`src/rtl/slot_pkg.sv`:
```
// ---------------------------------------------------------------------------
// slot_pkg
// Shared types and helpers for the slot-machine core.
//   state_e       : engine FSM states
//   pay_class_e   : classification of a finished spin
//   tick_cnt_width: bits needed for the stop-timing counter
// ---------------------------------------------------------------------------
package slot_pkg;

    typedef enum logic [1:0] {
        IDLE  = 2'd0,
        SPIN  = 2'd1,
        SCORE = 2'd2
    } state_e;

    typedef enum logic [1:0] {
        NONE    = 2'd0,
        PAIR    = 2'd1,
        JACKPOT = 2'd2
    } pay_class_e;

    // The counter must hold the last reel's stop threshold, where it saturates.
    function automatic int tick_cnt_width(int num_reels, int spin_ticks, int stagger_ticks);
        int t_max;
        t_max = spin_ticks + (num_reels - 1) * stagger_ticks;
        return (t_max < 1) ? 1 : $clog2(t_max + 1);
    endfunction

endpackage

```
`src/rtl/slot_if.sv`:
```
// ---------------------------------------------------------------------------
// slot_if
// Player/display side bus of the slot engine.
//   tick, lever, coin         : stimulus into the engine
//   reels, credits, payout    : registered display values
//   busy, win, no_credit      : status flags / pulses
// master = player/display side, slave = engine.
// ---------------------------------------------------------------------------
interface slot_if #(
    parameter int NUM_REELS = 3,
    parameter int SYM_W     = 4,
    parameter int CREDIT_W  = 8
);
    logic                       tick;
    logic                       lever;
    logic                       coin;
    logic [NUM_REELS*SYM_W-1:0] reels;
    logic [CREDIT_W-1:0]        credits;
    logic                       busy;
    logic                       win;
    logic [CREDIT_W-1:0]        payout;
    logic                       no_credit;

    modport master (
        output tick, lever, coin,
        input  reels, credits, busy, win, payout, no_credit
    );

    modport slave (
        input  tick, lever, coin,
        output reels, credits, busy, win, payout, no_credit
    );
endinterface

```
`src/rtl/slot_reel.sv`:
```
// ---------------------------------------------------------------------------
// slot_reel
// One reel: modulo-NUM_SYMS symbol counter that steps when adv_i is high.
//   clk   : system clock
//   reset : asynchronous active-low reset (symbol returns to 0)
//   adv_i : advance enable
//   sym_o : current symbol, 0..NUM_SYMS-1
// ---------------------------------------------------------------------------
module slot_reel #(
    parameter int SYM_W    = 4,
    parameter int NUM_SYMS = 10
) (
    input  logic             clk,
    input  logic             reset,
    input  logic             adv_i,
    output logic [SYM_W-1:0] sym_o
);
    logic [SYM_W-1:0] sym_q, sym_d;

    always_comb begin
        sym_d = sym_q;
        if (adv_i) begin
            sym_d = (sym_q == SYM_W'(NUM_SYMS - 1)) ? '0 : sym_q + SYM_W'(1);
        end
    end

    always_ff @(posedge clk or negedge reset) begin
        if (!reset) begin
            sym_q <= '0;
        end else begin
            sym_q <= sym_d;
        end
    end

    assign sym_o = sym_q;
endmodule

```
`src/rtl/slot_engine.sv`:
```
// ---------------------------------------------------------------------------
// slot_engine
// Parametrised slot-machine core: N reels, credit accounting, tiered payout.
//   clk   : system clock
//   reset : asynchronous active-low reset
//   bus   : slot_if slave (tick/lever/coin in; reels/credits/busy/win/
//           payout/no_credit out, all registered)
//
// state | meaning
// ------+-----------------------------------------------------------
// IDLE  | waiting for a lever edge; bet taken on the pull
// SPIN  | reels advance every clk until their tick threshold is reached
// SCORE | one cycle: compare reels, register payout and win
// ---------------------------------------------------------------------------
module slot_engine
    import slot_pkg::*;
#(
    parameter int NUM_REELS     = 3,
    parameter int SYM_W         = 4,
    parameter int NUM_SYMS      = 10,
    parameter int SPIN_TICKS    = 16,
    parameter int STAGGER_TICKS = 4,
    parameter int CREDIT_W      = 8,
    parameter int START_CREDITS = 10,
    parameter int PAIR_PAY      = 2,
    parameter int JACKPOT_PAY   = 20
) (
    input  logic  clk,
    input  logic  reset,
    slot_if.slave bus
);
    localparam int            TW         = tick_cnt_width(NUM_REELS, SPIN_TICKS, STAGGER_TICKS);
    localparam int            CW2        = CREDIT_W + 2;
    localparam logic [TW-1:0] T_LAST     = TW'(SPIN_TICKS + (NUM_REELS - 1) * STAGGER_TICKS);
    localparam logic [CW2-1:0] CREDIT_MAX = {2'b00, {CREDIT_W{1'b1}}};

    state_e                     state_q, state_d;
    logic [TW-1:0]              tick_cnt_q, tick_cnt_d;
    logic                       lever_q;
    logic [CREDIT_W-1:0]        credits_q, credits_d;
    logic [CREDIT_W-1:0]        payout_q, payout_d;
    logic                       win_q, win_d;
    logic                       nc_q, nc_d;

    logic [NUM_REELS-1:0]       adv;
    logic [SYM_W-1:0]           sym [NUM_REELS];
    logic [NUM_REELS*SYM_W-1:0] reels_flat;

    logic                       pull;
    logic                       bet;
    logic                       all_eq, any_eq;
    pay_class_e                 pay_class;
    logic [CREDIT_W-1:0]        pay_val;
    logic [CREDIT_W-1:0]        pay_add;
    logic [CW2-1:0]             sum;

    // Reel i keeps spinning while tick_cnt is below its own threshold. Every
    // threshold is <= T_LAST, so nothing advances once the counter saturates.
    for (genvar gi = 0; gi < NUM_REELS; gi++) begin : g_reel
        assign adv[gi] = (state_q == SPIN) &&
                         (tick_cnt_q < TW'(SPIN_TICKS + gi * STAGGER_TICKS));

        slot_reel #(
            .SYM_W    (SYM_W),
            .NUM_SYMS (NUM_SYMS)
        ) u_reel (
            .clk   (clk),
            .reset (reset),
            .adv_i (adv[gi]),
            .sym_o (sym[gi])
        );

        assign reels_flat[gi*SYM_W +: SYM_W] = sym[gi];
    end

    assign pull = bus.lever & ~lever_q;

    always_comb begin
        all_eq    = 1'b1;
        any_eq    = 1'b0;
        pay_class = NONE;
        pay_val   = '0;
        for (int i = 1; i < NUM_REELS; i++) begin
            if (sym[i] != sym[0]) all_eq = 1'b0;
        end
        for (int i = 0; i < NUM_REELS; i++) begin
            for (int j = i + 1; j < NUM_REELS; j++) begin
                if (sym[i] == sym[j]) any_eq = 1'b1;
            end
        end
        if (all_eq)      pay_class = JACKPOT;
        else if (any_eq) pay_class = PAIR;
        case (pay_class)
            JACKPOT: pay_val = CREDIT_W'(JACKPOT_PAY);
            PAIR:    pay_val = CREDIT_W'(PAIR_PAY);
            default: pay_val = '0;
        endcase
    end

    always_comb begin
        state_d    = state_q;
        tick_cnt_d = tick_cnt_q;
        payout_d   = payout_q;
        win_d      = 1'b0;
        nc_d       = 1'b0;
        bet        = 1'b0;
        pay_add    = '0;

        case (state_q)
            IDLE: begin
                if (pull) begin
                    if (credits_q != '0) begin
                        bet        = 1'b1;
                        payout_d   = '0;
                        tick_cnt_d = '0;
                        state_d    = SPIN;
                    end else begin
                        nc_d = 1'b1;
                    end
                end
            end
            SPIN: begin
                if (tick_cnt_q >= T_LAST) begin
                    state_d = SCORE;
                end else if (bus.tick) begin
                    tick_cnt_d = tick_cnt_q + TW'(1);
                end
            end
            SCORE: begin
                payout_d = pay_val;
                pay_add  = pay_val;
                win_d    = (pay_val != '0);
                state_d  = IDLE;
            end
            default: state_d = IDLE;
        endcase

        // Single credit update per cycle; the two guard bits catch both the
        // underflow (sign bit) and the overflow past the counter width.
        sum = CW2'(credits_q) + CW2'(bus.coin) + CW2'(pay_add) - CW2'(bet);
        if (sum[CW2-1])          credits_d = '0;
        else if (sum > CREDIT_MAX) credits_d = '1;
        else                     credits_d = sum[CREDIT_W-1:0];
    end

    always_ff @(posedge clk or negedge reset) begin
        if (!reset) begin
            state_q    <= IDLE;
            tick_cnt_q <= '0;
            lever_q    <= 1'b1;   // a lever held through reset must not fire
            credits_q  <= CREDIT_W'(START_CREDITS);
            payout_q   <= '0;
            win_q      <= 1'b0;
            nc_q       <= 1'b0;
        end else begin
            state_q    <= state_d;
            tick_cnt_q <= tick_cnt_d;
            lever_q    <= bus.lever;
            credits_q  <= credits_d;
            payout_q   <= payout_d;
            win_q      <= win_d;
            nc_q       <= nc_d;
        end
    end

    assign bus.reels     = reels_flat;
    assign bus.credits   = credits_q;
    assign bus.payout    = payout_q;
    assign bus.win       = win_q;
    assign bus.no_credit = nc_q;
    assign bus.busy      = (state_q != IDLE);
endmodule
```
`src/flat_wrapper.sv`:
```
// flat-port wrapper written by rule: the top's interface ports become plain ports
module slot_engine_flat import slot_pkg::*;
#(
    parameter int NUM_REELS     = 3,
    parameter int SYM_W         = 4,
    parameter int NUM_SYMS      = 10,
    parameter int SPIN_TICKS    = 16,
    parameter int STAGGER_TICKS = 4,
    parameter int CREDIT_W      = 8,
    parameter int START_CREDITS = 10,
    parameter int PAIR_PAY      = 2,
    parameter int JACKPOT_PAY   = 20
)
  (clk, reset, bus_tick, bus_lever, bus_coin, bus_reels, bus_credits, bus_busy, bus_win, bus_payout, bus_no_credit);
  slot_if #(.NUM_REELS(NUM_REELS), .SYM_W(SYM_W), .CREDIT_W(CREDIT_W)) bus_i ();
  input  logic clk;
  input  logic reset;
  input wire logic [$bits(bus_i.tick)-1:0] bus_tick;
  input wire logic [$bits(bus_i.lever)-1:0] bus_lever;
  input wire logic [$bits(bus_i.coin)-1:0] bus_coin;
  output wire logic [$bits(bus_i.reels)-1:0] bus_reels;
  output wire logic [$bits(bus_i.credits)-1:0] bus_credits;
  output wire logic [$bits(bus_i.busy)-1:0] bus_busy;
  output wire logic [$bits(bus_i.win)-1:0] bus_win;
  output wire logic [$bits(bus_i.payout)-1:0] bus_payout;
  output wire logic [$bits(bus_i.no_credit)-1:0] bus_no_credit;
  assign bus_i.tick = bus_tick;
  assign bus_i.lever = bus_lever;
  assign bus_i.coin = bus_coin;
  assign bus_reels = bus_i.reels;
  assign bus_credits = bus_i.credits;
  assign bus_busy = bus_i.busy;
  assign bus_win = bus_i.win;
  assign bus_payout = bus_i.payout;
  assign bus_no_credit = bus_i.no_credit;
  slot_engine #(.NUM_REELS(NUM_REELS), .SYM_W(SYM_W), .NUM_SYMS(NUM_SYMS), .SPIN_TICKS(SPIN_TICKS), .STAGGER_TICKS(STAGGER_TICKS), .CREDIT_W(CREDIT_W), .START_CREDITS(START_CREDITS), .PAIR_PAY(PAIR_PAY), .JACKPOT_PAY(JACKPOT_PAY)) u_core (.clk(clk), .reset(reset), .bus(bus_i));
endmodule
```
`config.mk`:
```
export PLATFORM = sky130hd
export DESIGN_NAME = slot_engine_flat
export DESIGN_NICKNAME = d
export VERILOG_FILES = /design/src/rtl/slot_pkg.sv /design/src/rtl/slot_if.sv /design/src/rtl/slot_reel.sv /design/src/rtl/slot_engine.sv /design/src/flat_wrapper.sv
export SDC_FILE = /design/constraint.sdc
export NUM_CORES = 1
export LEC_CHECK = 0
export ABC_CLOCK_PERIOD_IN_PS = 6800
export BUFFER_PORTS_ARGS = -buffer_cell sky130_fd_sc_hd__buf_4
export CORE_AREA = 8 8 67 83
export CTS_CLUSTER_DIAMETER = 60
export CTS_CLUSTER_SIZE = 30
export DETAILED_ROUTE_END_ITERATION = 12
export DIE_AREA = 0 0 75 91
export GPL_TIMING_DRIVEN = 0
export PLACE_DENSITY = 0.76
export SLEW_MARGIN = 10
export SYNTH_ARGS = -nofsm -noshare
export SYNTH_HDL_FRONTEND = slang
export SYNTH_SLANG_ARGS = --single-unit
```
`constraint.sdc`:
```
create_clock -name clk -period 6.8 [get_ports clk]
set_input_delay 1.36 -clock clk [delete_from_list [all_inputs] [get_ports clk]]
set_output_delay 1.36 -clock clk [all_outputs]
set_load 0.1 [all_outputs]
```
==> results of run 1 <==
## stage by stage
step	setup slack, ns	cell area (um^2)	std cells	util (%)	hold WS, ns
after floorplan	2.89	2280	241	-	0.534
after global placement	2.56	2570	329	60.0	0.492
after detailed placement	2.51	2570	329	60.0	0.494
after CTS	2.81	2700	337	63.0	0.512
after global routing	2.61	2700	337	63.0	0.535
final	2.81	2700	337	63.0	0.507
## cells in the mapped netlist, drive strengths merged (7+ instances only)
library cell  count
a311oi            8
nand2            14
buf               7
xnor2            22
nor2             10
dfrtp            29
ha               16
and3             11
inv              26
a21oi             7
o21ai            12
## logic make-up (layout without fill, tap and decap cells)
kind of cell               after synthesis  count (layout)
DFF                                     32              32
muxes                                    2               2
AOI/OAI and AO/OA                       47              47
adders and majority gates               17              17
and+or+nand+nor                         72              72
buffers and inverters                   38              76
xor gates and xnor gates                28              28
other                                    1               5
## registers in the layout, summed over array words and instances, names as in the netlist
name	flops
u_core.bus.payout	2
u_core.bus.win	1
u_core.tick_cnt_q	5
u_core.g_reel.u_reel.sym_o	12
u_core.bus.credits	8
u_core.bus.no_credit	1
u_core.state_q	2
u_core.lever_q	1
## area by class of cell
| type | count | area (um^2) |
|---|---|---|
| clock buffers | 7 | 96.3 |
| well taps | 58 | 72.6 |
| fillers | 388 | 1590 |
| flip-flops and latches | 32 | 805 |
| repair buffers | 30 | 225 |
| plain buffers | 12 | 71.3 |
| clock inverters | 1 | 30.0 |
| inverters | 26 | 97.6 |
| multi-input cells | 171 | 1300 |
## path summary, 6_finish.rpt
path	startpoint	to	slack, ns	cells after the start
min in group asynchronous	reset	u_core.g_reel[2].u_reel.sym_o[2]$_DFFE_PN0P_	1.01	1
max	bus_coin	u_core.bus.credits[7]$_DFF_PN0_	2.81	13
max reg2reg	u_core.g_reel[1].u_reel.sym_o[1]$_DFFE_PN0P_	u_core.bus.credits[7]$_DFF_PN0_	3.08	14
min reg2reg	u_core.bus.payout[1]$_DFFE_PN0P_	u_core.bus.payout[1]$_DFFE_PN0P_	0.51	1
max in group asynchronous	reset	u_core.bus.credits[1]$_DFF_PN1_	5.46	1
min	u_core.bus.payout[1]$_DFFE_PN0P_	u_core.bus.payout[1]$_DFFE_PN0P_	0.51	1
## critical path, cell delays in order
cell                       delay, ns
sky130_fd_sc_hd__buf_4          0.11
sky130_fd_sc_hd__ha_1           0.21
sky130_fd_sc_hd__ha_1           0.21
sky130_fd_sc_hd__and3_1         0.22
sky130_fd_sc_hd__and3_1         0.20
sky130_fd_sc_hd__xor2_1         0.17
sky130_fd_sc_hd__inv_1          0.06
sky130_fd_sc_hd__ha_1           0.28
sky130_fd_sc_hd__clkbuf_1       0.19
sky130_fd_sc_hd__a211oi_1       0.23
sky130_fd_sc_hd__nor2_1         0.10
sky130_fd_sc_hd__nor4_2         0.61
sky130_fd_sc_hd__a311oi_1       0.15
## routing by layer
metal,GRT usage [%],up-vias
met4,6.89,0
met1,16.1,861
met2,26.7,34
li1,-,905
met5,0,-
met3,3.30,9
==> PnR_summary.wiki, run 1 <==
{| class="wikitable"
! Metric !! Value
|-
| Warning count from the yosys run || 0
|-
| Critical Path Sink Type || flop
|-
| Number of core rows || 27
|-
| Grt total ovfl || 0
|-
| Post-route DRC || 0
|-
| Wire length of the first global-routing pass || 8110 um
|-
| Startpoint types || input pin
|-
| # clock sinks || 32
|-
| TritonCTS Buffers || 5
|-
| Via count of the first global-routing pass || 1812
|-
| M1 WL || 1980 um
|-
| Highest signal layer in the routed design || met4
|-
| Clock period minus final worst setup slack || 3.99 ns
|-
| Core Footprint || 4290 um^2
|-
| Die Y-Extent || a little over 90 um
|-
| Effective utilization at floorplan || 52.7%
|-
| Class of the tightest hold or removal check || reg -> reg
|-
| Final-layout setup total negative slack || 0 ns
|-
| Placer congestion estimate || 0.852
|-
| Max FO, Critical Path || 8
|-
| Number of nets in the layout || 300
|-
| Die outline area || ~6800 um^2
|-
| Fin crit share || 58.7%
|-
| Slew at the pin closest to its max-slew limit || 0.702 ns
|-
| Commonest cells after routing, fill and taps aside || 37 x sky130_fd_sc_hd__buf_4, 29 x sky130_fd_sc_hd__dfrtp_1, 26 x sky130_fd_sc_hd__inv_1, 22 x sky130_fd_sc_hd__xnor2_1, 16 x sky130_fd_sc_hd__ha_1
|-
| Endpoint arrival time on the critical path || 4.11 ns
|-
| Leading register cell type out of synthesis || sky130_fd_sc_hd__dfrtp_1
|-
| Average vias per placed instance || around 5.4
|-
| Outcome || completed
|-
| Setup-violating endpoint count in the final report || 0
|-
| Largest net degree at the start of global routing || 33
|-
| Overall global routing resource usage || between 15 and 20%
|-
| Maximum achievable frequency || 250 MHz
|-
| Count of distinct cell types in the synthesized netlist || 48
|-
| Level count of the clock H-tree || 2
|-
| Met3 Routed Length || 266 um
|-
| Ant diodes || 0
|-
| Simple-gate portion of the synthesized area || between 15 and 20%
|-
| Number of resized instances in the post-cts repair step || 0
|-
| Part of the Yosys area used for sequential elements || between 30% and 40%
|-
| Top-area cell type share of the netlist area || between 30% and 40%
|-
| Post-synthesis instance area || 2260 um^2
|-
| Die Width || 75 um
|-
| Post-DP HPWL || between 3000 and 4000 um
|-
| Number of storage elements in the synthesis netlist || 32
|-
| Ports placed on the boundary || 36
|-
| Post-synth EDFFs || 0
|-
| Number of instances in the synthesized netlist || 237
|-
| Reg clk slew, reported paths || around 0.07 ns
|-
| Vias after detailed routing || about 1800
|-
| Number of max-cap violations || 0
|-
| Final clock skew || 0.00483 ns
|-
| Hold buffers post-CTS || 0
|-
| Layout overhead on the synthesized area || 19.4%
|-
| CTS tree || built
|-
| Biggest area consumer among synthesized cells || sky130_fd_sc_hd__dfrtp_1
|-
| Dominant combinational cell family by area after synthesis || simple AND/OR/NAND/NOR gates
|-
| Maximum count of clock buffers along a single path || 2
|-
| FFs w/ async S/R, synth || 100%
|-
| Met2 layer wire length in the routed design || 2490 um
|-
| Detailed-route wire length || 4840 um
|-
| Synth Area in XOR/XNOR || a little over a tenth
|-
| Final hold viol count || 0
|-
| Antenna Violating Nets Remaining || 0
|-
| Critical path class || in -> reg
|-
| Proportion of layout cells with a drive suffix above 1 || ~22%
|-
| Mux cell area share after synthesis || 0.940%
|-
| Synthesized area per cell || 9.55 um^2
|-
| Wire length per cell after detailed routing || 14.4 um
|-
| Number of I/O port buffers || 30
|-
| Setup repair after global routing missed its margin || false
|-
| Setup fix buffers added after clock tree synthesis || 0
|-
| Number of antenna violations at the first check in global routing || 0
|-
| Tightest slew margin relative to the limit || a little over half
|-
| Pins over their slew limit || 0
|-
| CTS root buffer || sky130_fd_sc_hd__clkbuf_8
|-
| Leading post-synthesis cells by cell area || sky130_fd_sc_hd__dfrtp_1 32%, sky130_fd_sc_hd__ha_1 8.8%, sky130_fd_sc_hd__xnor2_1 8.5%, sky130_fd_sc_hd__inv_1 4.3%, sky130_fd_sc_hd__dfstp_2 3.5%
|-
| Source-to-sink clock delay at the later pin of the worst-skew pair || 0.28 ns
|-
| Commonest non-fill, non-tap cell in the layout || sky130_fd_sc_hd__buf_4
|-
| DRT Pass-1 Iters || 4
|-
| Required @ worst endpoint || ~7 ns
|-
| Adder and majority cell fraction of the synthesized area || 9.73%
|-
| Post-synthesis compound-gate area fraction || 15.6%
|-
| Number of violations reported at the end of detailed-routing iteration 0 || 60
|}
Power of run 1 is not shown: default switching activity piles up to over one toggle a cycle in this logic, so the estimate is an artifact.
==> run 2: changes to the inputs <==
--- a/config.mk
+++ b/config.mk
@@ -5,15 +5,16 @@
 export SDC_FILE = /design/constraint.sdc
 export NUM_CORES = 1
 export LEC_CHECK = 0
-export ABC_CLOCK_PERIOD_IN_PS = 6800
+export ABC_AREA = 1
+export ABC_CLOCK_PERIOD_IN_PS = 3500
 export BUFFER_PORTS_ARGS = -buffer_cell sky130_fd_sc_hd__buf_4
-export CORE_AREA = 8 8 67 83
+export CORE_AREA = 8 8 71 89
 export CTS_CLUSTER_DIAMETER = 60
 export CTS_CLUSTER_SIZE = 30
 export DETAILED_ROUTE_END_ITERATION = 12
-export DIE_AREA = 0 0 75 91
+export DIE_AREA = 0 0 79 97
 export GPL_TIMING_DRIVEN = 0
-export PLACE_DENSITY = 0.76
+export PLACE_DENSITY = 0.75
 export SLEW_MARGIN = 10
 export SYNTH_ARGS = -nofsm -noshare
 export SYNTH_HDL_FRONTEND = slang
==> constraint.sdc (replaced) <==
create_clock -name clk -period 3.5 [get_ports clk]
set_input_delay 0.7 -clock clk [delete_from_list [all_inputs] [get_ports clk]]
set_output_delay 0.7 -clock clk [all_outputs]
set_load 0.1 [all_outputs]
==> run 2 against run 1 <==
Compared with the run above: cell count is 42% higher; count of clock-buffer cells in the layout stayed put; flip-flop and latch count stayed put; critical path type is now reg -> reg; critical endpoint is now u_core.bus.credits[5]$_DFF_PN0_.
==> PnR_summary.wiki, run 2 <==
{| class="wikitable"
! Metric !! Value
|-
| Number of core rows || 29
|-
| Footprint of the flip-flops and latches || 810 um^2
|-
| Number of violations reported at the end of detailed-routing iteration 0 || 85
|-
| Commonest non-fill, non-tap cell in the layout || sky130_fd_sc_hd__nand2_1
|-
| Tightest slew margin relative to the limit || roughly 65%
|-
| Multi-input logic area || 1350 um^2
|-
| Cell type with the highest occurrence count on the critical path || sky130_fd_sc_hd__nand2_1
|-
| Count of distinct cell types in the synthesized netlist || 29
|-
| Cell types with the highest counts after synthesis || 129 x sky130_fd_sc_hd__nand2_1, 74 x sky130_fd_sc_hd__inv_1, 35 x sky130_fd_sc_hd__nor2_1
|-
| Required @ worst endpoint || 3.73 ns
|-
| # clock sinks || 32
|-
| R2r endpoint || u_core.bus.credits[5]$_DFF_PN0_
|-
| Die Y-Extent || 97 um
|-
| Wire length per cell after detailed routing || 12.1 um
|-
| Worst path top cell family by delay || simple AND/OR/NAND/NOR gates
|-
| R2R Path Start || u_core.g_reel[0].u_reel.sym_o[3]$_DFFE_PN0P_
|-
| Largest net degree at the start of global routing || 33
|-
| Number of storage elements in the synthesis netlist || 32
|-
| Max reg flops || 12
|-
| CTS tree || built
|-
| Post-synth EDFFs || 0
|-
| Clock period minus final worst setup slack || 3.11 ns
|-
| Final clock skew || 0.00147 ns
|-
| Antenna Violating Nets Remaining || 0
|-
| Detailed-route wire length || between 5000 and 6000 um
|-
| Effective utilization at floorplan || 50.2%
|-
| WP buf/inv || 5
|-
| Warning count from the yosys run || 0
|-
| Number of fill cells in the layout || 488
|-
| Die outline area || 7660 um^2
|-
| Number of instances in the synthesized netlist || 374
|-
| Hold WS || 0.355 ns
|-
| Startpoint types || flop
|-
| Leading post-synthesis cells by cell area || sky130_fd_sc_hd__dfrtp_1 29%, sky130_fd_sc_hd__nand2_1 20%, sky130_fd_sc_hd__inv_1 11%, sky130_fd_sc_hd__ha_1 8.1%, sky130_fd_sc_hd__nor2_1 5.3%
|-
| Proportion of layout cells with a drive suffix above 1 || 14.7%
|-
| Post-route DRC || 0
|-
| Source-to-sink clock delay at the later pin of the worst-skew pair || 0.28 ns
|-
| Final hold viol count || 0
|-
| Number of antenna violations at the first check in global routing || 0
|-
| Part of the Yosys area used for sequential elements || 32.5%
|-
| Worst Reg2Reg Path Length in Cells || 21
|-
| Standard cell with the maximum stage delay on the critical path || sky130_fd_sc_hd__dfrtp_1
|-
| Final-layout setup total negative slack || 0 ns
|-
| Cell-by-cell trace of the critical path || inv_1 > nand2_1 > nand2_1 > nor2_1 > nand2_1 > nand3_1 > nand3_1 > ha_1 > inv_1 > ha_1 > inv_1 > fa_1 > inv_1 > nand2_1 > nand2_1 > nand3_1 > nand2_1 > nand2_1 > nand2_1 > nand2_1 > inv_1
|-
| Setup-violating endpoint count in the final report || 0
|-
| Top-area cell type share of the netlist area || 29.3%
|-
| Via count of the first global-routing pass || 2320
|-
| Maximum achievable frequency || 322 MHz
|-
| Internal reg-to-reg setup slack || 0.39 ns
|-
| Maximum count of clock buffers along a single path || 2
|-
| Layout overhead on the synthesized area || 18.1%
|-
| Post-DP HPWL || 4550 um
|-
| Ant diodes || 0
|-
| Ports placed on the boundary || 36
|-
| Number of max-cap violations || 0
|-
| Die Width || 79 um
|-
| Critical Path Sink Type || flop
|-
| Leading register cell type out of synthesis || sky130_fd_sc_hd__dfrtp_1
|-
| Overall global routing resource usage || roughly 17%
|-
| Max FO, Critical Path || 6
|-
| Number of I/O port buffers || 30
|-
| Setup fix buffers added after clock tree synthesis || 0
|-
| Reg clk slew, reported paths || 0.07 ns
|-
| Setup repair after global routing missed its margin || false
|-
| TritonCTS Buffers || 5
|-
| Average vias per placed instance || 4.90
|-
| Commonest cells after routing, fill and taps aside || 129 x sky130_fd_sc_hd__nand2_1, 74 x sky130_fd_sc_hd__inv_1, 36 x sky130_fd_sc_hd__buf_4, 35 x sky130_fd_sc_hd__nor2_1, 26 x sky130_fd_sc_hd__nand3_1
|-
| Slew at the pin closest to its max-slew limit || roughly 0.53 ns
|-
| Biggest area consumer among synthesized cells || sky130_fd_sc_hd__dfrtp_1
|-
| Library cell with the highest instance count after synthesis || sky130_fd_sc_hd__nand2_1
|-
| DRT Pass-1 Iters || 4
|-
| Area post-placement || 2800 um^2
|-
| Fin crit share || around nine tenths
|-
| Design area || 2930 um^2
|-
| Number of nets in the layout || 437
|-
| Critical path class || reg -> reg
|-
| Endpoint arrival time on the critical path || roughly 3.3 ns
|-
| Synthesized area per cell || 6.63 um^2
|-
| Class of the tightest hold or removal check || in -> async
|-
| Wire length of the first global-routing pass || 10500 um
|-
| Core Footprint || 4930 um^2
|-
| FFs w/ async S/R, synth || 100%
|-
| Pins over their slew limit || 0
|-
| Vias after detailed routing || 2342
|-
| Placer congestion estimate || 0.874
|-
| Level count of the clock H-tree || 2
|-
| Grt total ovfl || 0
|-
| Post-synthesis instance area || 2480 um^2
|-
| Slowest Stage Delay on Critical Path || 0.46 ns
|-
| Outcome || completed
|-
| CTS root buffer || sky130_fd_sc_hd__clkbuf_8
|}
run 2: repair_timing:
action                     4_1_cts  5_1_grt
resized for setup                0        4
hold endpoints to repair         0        0
hold buffers                     0        0
setup endpoints to repair        0        6
run 2: through the flow:
| step | setup WS [ns] | instances | utilization, % |
|---|---|---|---|
| floorplan | 0.143 | 378 | - |
| detailed placement | 0.280 | 470 | 56.7 |
| global placement | 0.367 | 470 | 56.7 |
| global route | 0.00350 | 478 | 59.3 |
| CTS | 0.321 | 478 | 59.2 |
| finish | 0.394 | 478 | 59.3 |
run 2: worst max path at each step:
| stage | cells after the start | from | endpoint |
|---|---|---|---|
| 6_report | 21 | u_core.g_reel[0].u_reel.sym_o[3]$_DFFE_PN0P_ | u_core.bus.credits[5]$_DFF_PN0_ |
| 5_1_grt | 22 | u_core.g_reel[1].u_reel.sym_o[3]$_DFFE_PN0P_ | u_core.bus.credits[5]$_DFF_PN0_ |
| 4_1_cts | 22 | u_core.g_reel[1].u_reel.sym_o[2]$_DFFE_PN0P_ | u_core.bus.credits[5]$_DFF_PN0_ |
| 3_5_place_dp | 18 | bus_coin | u_core.bus.credits[5]$_DFF_PN0_ |
| 3_3_place_gp | 18 | bus_coin | u_core.bus.credits[5]$_DFF_PN0_ |
| 2_1_floorplan | 21 | u_core.g_reel[1].u_reel.sym_o[0]$_DFFE_PN0P_ | u_core.bus.credits[0]$_DFF_PN0_ |
run 2: worst reg2reg max path, stage by stage, from the launching register on:
cell                      delay, ns
sky130_fd_sc_hd__dfrtp_1       0.46
sky130_fd_sc_hd__inv_1         0.14
sky130_fd_sc_hd__nand2_1       0.08
sky130_fd_sc_hd__nand2_1       0.05
sky130_fd_sc_hd__nor2_1        0.09
sky130_fd_sc_hd__nand2_1       0.08
sky130_fd_sc_hd__nand3_1       0.11
sky130_fd_sc_hd__nand3_1       0.13
sky130_fd_sc_hd__ha_1          0.32
sky130_fd_sc_hd__inv_1         0.06
sky130_fd_sc_hd__ha_1          0.17
sky130_fd_sc_hd__inv_1         0.06
sky130_fd_sc_hd__fa_1          0.39
sky130_fd_sc_hd__inv_1         0.09
sky130_fd_sc_hd__nand2_1       0.07
sky130_fd_sc_hd__nand2_1       0.10
sky130_fd_sc_hd__nand3_1       0.14
sky130_fd_sc_hd__nand2_1       0.12
sky130_fd_sc_hd__nand2_1       0.06
sky130_fd_sc_hd__nand2_1       0.18
sky130_fd_sc_hd__nand2_1       0.09
sky130_fd_sc_hd__inv_1         0.05
run 2: layer usage:
metal	vias up	GRT usage (%)	wire, um
met5	-	0	0
met1	1057	18.2	2330
li1	1207	-	-
met4	0	6.87	124
met3	9	3.52	325
met2	69	29.4	3010
run 2: final cells by class:
class                           count  area share, %
Sequential cell                    32           27.6
Clock buffer                        7           3.29
Timing Repair Buffer               30           7.69
Clock inverter                      1           1.03
Buffer                              7           1.71
Inverter                           75           9.79
Multi-Input combinational cell    264           46.2
Tap cell                           62           2.65
run 2: cells by family (layout without fill, tap and decap cells):
family,count (synthesis),count (layout),share of synthesized area (%)
other cells,1,5,0.151
fa+ha+maj,17,17,8.88
xor+xnor,13,13,4.59
buf+inv,82,120,13.6
simple gates,204,204,34.7
flops,32,32,32.5
compound gates,25,25,5.60
Power of run 2 is left out for the same reason.
==> run 3: changes to the inputs <==
--- a/config.mk
+++ b/config.mk
@@ -5,16 +5,14 @@
 export SDC_FILE = /design/constraint.sdc
 export NUM_CORES = 1
 export LEC_CHECK = 0
-export ABC_AREA = 1
 export ABC_CLOCK_PERIOD_IN_PS = 3500
 export BUFFER_PORTS_ARGS = -buffer_cell sky130_fd_sc_hd__buf_4
-export CORE_AREA = 8 8 71 89
+export CORE_AREA = 8 8 69 86
 export CTS_CLUSTER_DIAMETER = 60
-export CTS_CLUSTER_SIZE = 30
 export DETAILED_ROUTE_END_ITERATION = 12
-export DIE_AREA = 0 0 79 97
+export DIE_AREA = 0 0 77 94
 export GPL_TIMING_DRIVEN = 0
-export PLACE_DENSITY = 0.75
+export PLACE_DENSITY = 0.74
 export SLEW_MARGIN = 10
 export SYNTH_ARGS = -nofsm -noshare
 export SYNTH_HDL_FRONTEND = slang
==> run 3 against run 2 <==
Compared with the run above: count of clock-buffer cells in the layout is 1 lower; worst hold slack worse by 0.0096 ns; flip-flop and latch count stayed put; sequential share of layout area is 1.7 points higher; global-route usage is 1.5 points lower; largest cell class unchanged; cell count is 29% lower.
==> PnR_summary.wiki, run 3 (synthesis gave the netlist of run 1 again) <==
{| class="wikitable"
! Metric !! Value
|-
| Maximum count of clock buffers along a single path || 2
|-
| Setup repair after global routing missed its margin || false
|-
| Via count of the first global-routing pass || between 1500 and 2000
|-
| Clock period minus final worst setup slack || 3.36 ns
|-
| # clock sinks || 32
|-
| Layout overhead on the synthesized area || 25.3%
|-
| Met1 demand-to-capacity share in global routing || 16.4%
|-
| Vias after detailed routing || 1855
|-
| Commonest cells after routing, fill and taps aside || 40 x sky130_fd_sc_hd__buf_4, 26 x sky130_fd_sc_hd__inv_1, 22 x sky130_fd_sc_hd__xnor2_1, 15 x sky130_fd_sc_hd__ha_1, 14 x sky130_fd_sc_hd__nand2_1
|-
| Design area || 2830 um^2
|-
| Max FO, Critical Path || 8
|-
| Antenna Violating Nets Remaining || 0
|-
| TritonCTS Buffers || 5
|-
| Number of core rows || 28
|-
| Number of violations reported at the end of detailed-routing iteration 0 || 93
|-
| Grt met2 use || approximately a quarter
|-
| Wire length of the first global-routing pass || 8950 um
|-
| Hold buffers post-CTS || 0
|-
| Die outline area || between 7000 and 8000 um^2
|-
| Commonest non-fill, non-tap cell in the layout || sky130_fd_sc_hd__buf_4
|-
| Critical path class || reg -> reg
|-
| Maximum achievable frequency || 297 MHz
|-
| Level count of the clock H-tree || 2
|-
| GRT Max-Usage Layer || met2
|-
| Area post-placement || 2630 um^2
|-
| Ant diodes || 0
|-
| Grt total ovfl || 0
|-
| Effective utilization at floorplan || 48.9%
|-
| Placer congestion estimate || 0.900
|-
| Setup-violating endpoint count in the final report || 0
|-
| CTS tree || built
|-
| Critical Path Sink Type || flop
|-
| Core Footprint || 4620 um^2
|-
| Final clock skew || 0.00437 ns
|-
| Cell Count Post-Placement || 331
|-
| Pins over their slew limit || 0
|-
| Number of antenna violations at the first check in global routing || 0
|-
| Fin cells || 341
|-
| Endpoint arrival time on the critical path || ~3.5 ns
|-
| Final hold viol count || 0
|-
| Source-to-sink clock delay at the later pin of the worst-skew pair || 0.29 ns
|-
| Reg clk slew, reported paths || 0.07 ns
|-
| DRT Pass-1 Iters || 4
|-
| Tightest slew margin relative to the limit || 64.3%
|-
| Die Width || between 70 and 80 um
|-
| Ports placed on the boundary || 36
|-
| Fin crit share || 96.1%
|-
| Die Y-Extent || 94 um
|-
| GR Util met3 || between 4 and 5%
|-
| Wire length per cell after detailed routing || 15.4 um
|-
| Outcome || completed
|-
| Number of fill cells in the layout || about 410
|-
| Class of the tightest hold or removal check || in -> async
|-
| Max reg flops || 12
|-
| Post-DP HPWL || 3860 um
|-
| Largest net degree at the start of global routing || 33
|-
| CTS root buffer || sky130_fd_sc_hd__clkbuf_8
|-
| Post-route DRC || 0
|-
| DP Worst Slack || -0.237 ns
|-
| Internal reg-to-reg setup slack || 0.14 ns
|-
| Number of max-cap violations || 0
|-
| Number of nets in the layout || approximately 300
|-
| Proportion of layout cells with a drive suffix above 1 || 32.4%
|-
| Overall global routing resource usage || between 10% and 20%
|-
| Required @ worst endpoint || 3.64 ns
|-
| Slack of the critical path || ~0.14 ns
|-
| Slew at the pin closest to its max-slew limit || 0.531 ns
|-
| Startpoint types || flop
|-
| Number of I/O port buffers || 30
|-
| Detailed-route wire length || 5250 um
|-
| Average vias per placed instance || 5.44
|}
run 3: layer usage:
layer  wire [um]  up-vias
li1            -      909
met1        2150      896
met2        2690       39
met3         233       11
met4         173        0
met5           0        -
run 3: worst max-delay path, cell delays in order (launching register included):
cell	delay, ns
sky130_fd_sc_hd__dfrtp_4	0.48
sky130_fd_sc_hd__clkbuf_8	0.16
sky130_fd_sc_hd__xnor2_1	0.13
sky130_fd_sc_hd__nand4_1	0.14
sky130_fd_sc_hd__and3_4	0.21
sky130_fd_sc_hd__or2_2	0.30
sky130_fd_sc_hd__ha_1	0.29
sky130_fd_sc_hd__inv_1	0.06
sky130_fd_sc_hd__ha_2	0.19
sky130_fd_sc_hd__inv_1	0.06
sky130_fd_sc_hd__fa_2	0.35
sky130_fd_sc_hd__nand2b_4	0.18
sky130_fd_sc_hd__a211oi_4	0.30
sky130_fd_sc_hd__o31a_1	0.17
sky130_fd_sc_hd__buf_6	0.14
sky130_fd_sc_hd__a311oi_1	0.06
run 3: metrics by stage:
step / utilization, % / hold WS [ns] / TNS [ns]
global route: 61.3 / 0.371 / 0
global placement: 56.8 / 0.495 / -0.764
finish: 61.3 / 0.345 / 0
CTS: 59.7 / 0.351 / 0
detailed placement: 56.8 / 0.480 / -1.52
floorplan: - / 0.404 / -0.00131
run 3: what timing repair did:
item	4_1_cts	5_1_grt
cloned	0	0
setup endpoints to repair	8	8
gates resized for setup	4	13
buffers inserted	3	1
pin swaps	3	7
run 3: area by class of cell:
class	count	area, um^2	share of cell area (%)
clock buffer	6	82.6	2.91
sequential	32	832	29.4
buffer	10	83.8	2.96
inverter	26	97.6	3.44
clock inverter	2	10.0	0.353
multi-input combinational	171	1390	49.2
tap	60	75.1	2.65
timing repair buffer	34	259	9.14
run 3: path summary, 6_finish.rpt:
check | start | endpoint | cells after the start
min reg2reg | u_core.bus.payout[1]$_DFFE_PN0P_ | u_core.bus.payout[1]$_DFFE_PN0P_ | 1
max reg2reg | u_core.g_reel[1].u_reel.sym_o[1]$_DFFE_PN0P_ | u_core.bus.credits[4]$_DFF_PN0_ | 15
min in group clk | u_core.bus.payout[1]$_DFFE_PN0P_ | u_core.bus.payout[1]$_DFFE_PN0P_ | 1
max | u_core.g_reel[1].u_reel.sym_o[1]$_DFFE_PN0P_ | u_core.bus.credits[4]$_DFF_PN0_ | 15
max in group asynchronous | reset | u_core.bus.credits[3]$_DFF_PN1_ | 1
min | reset | u_core.g_reel[2].u_reel.sym_o[3]$_DFFE_PN0P_ | 1
Power of run 3 is left out for the same reason.
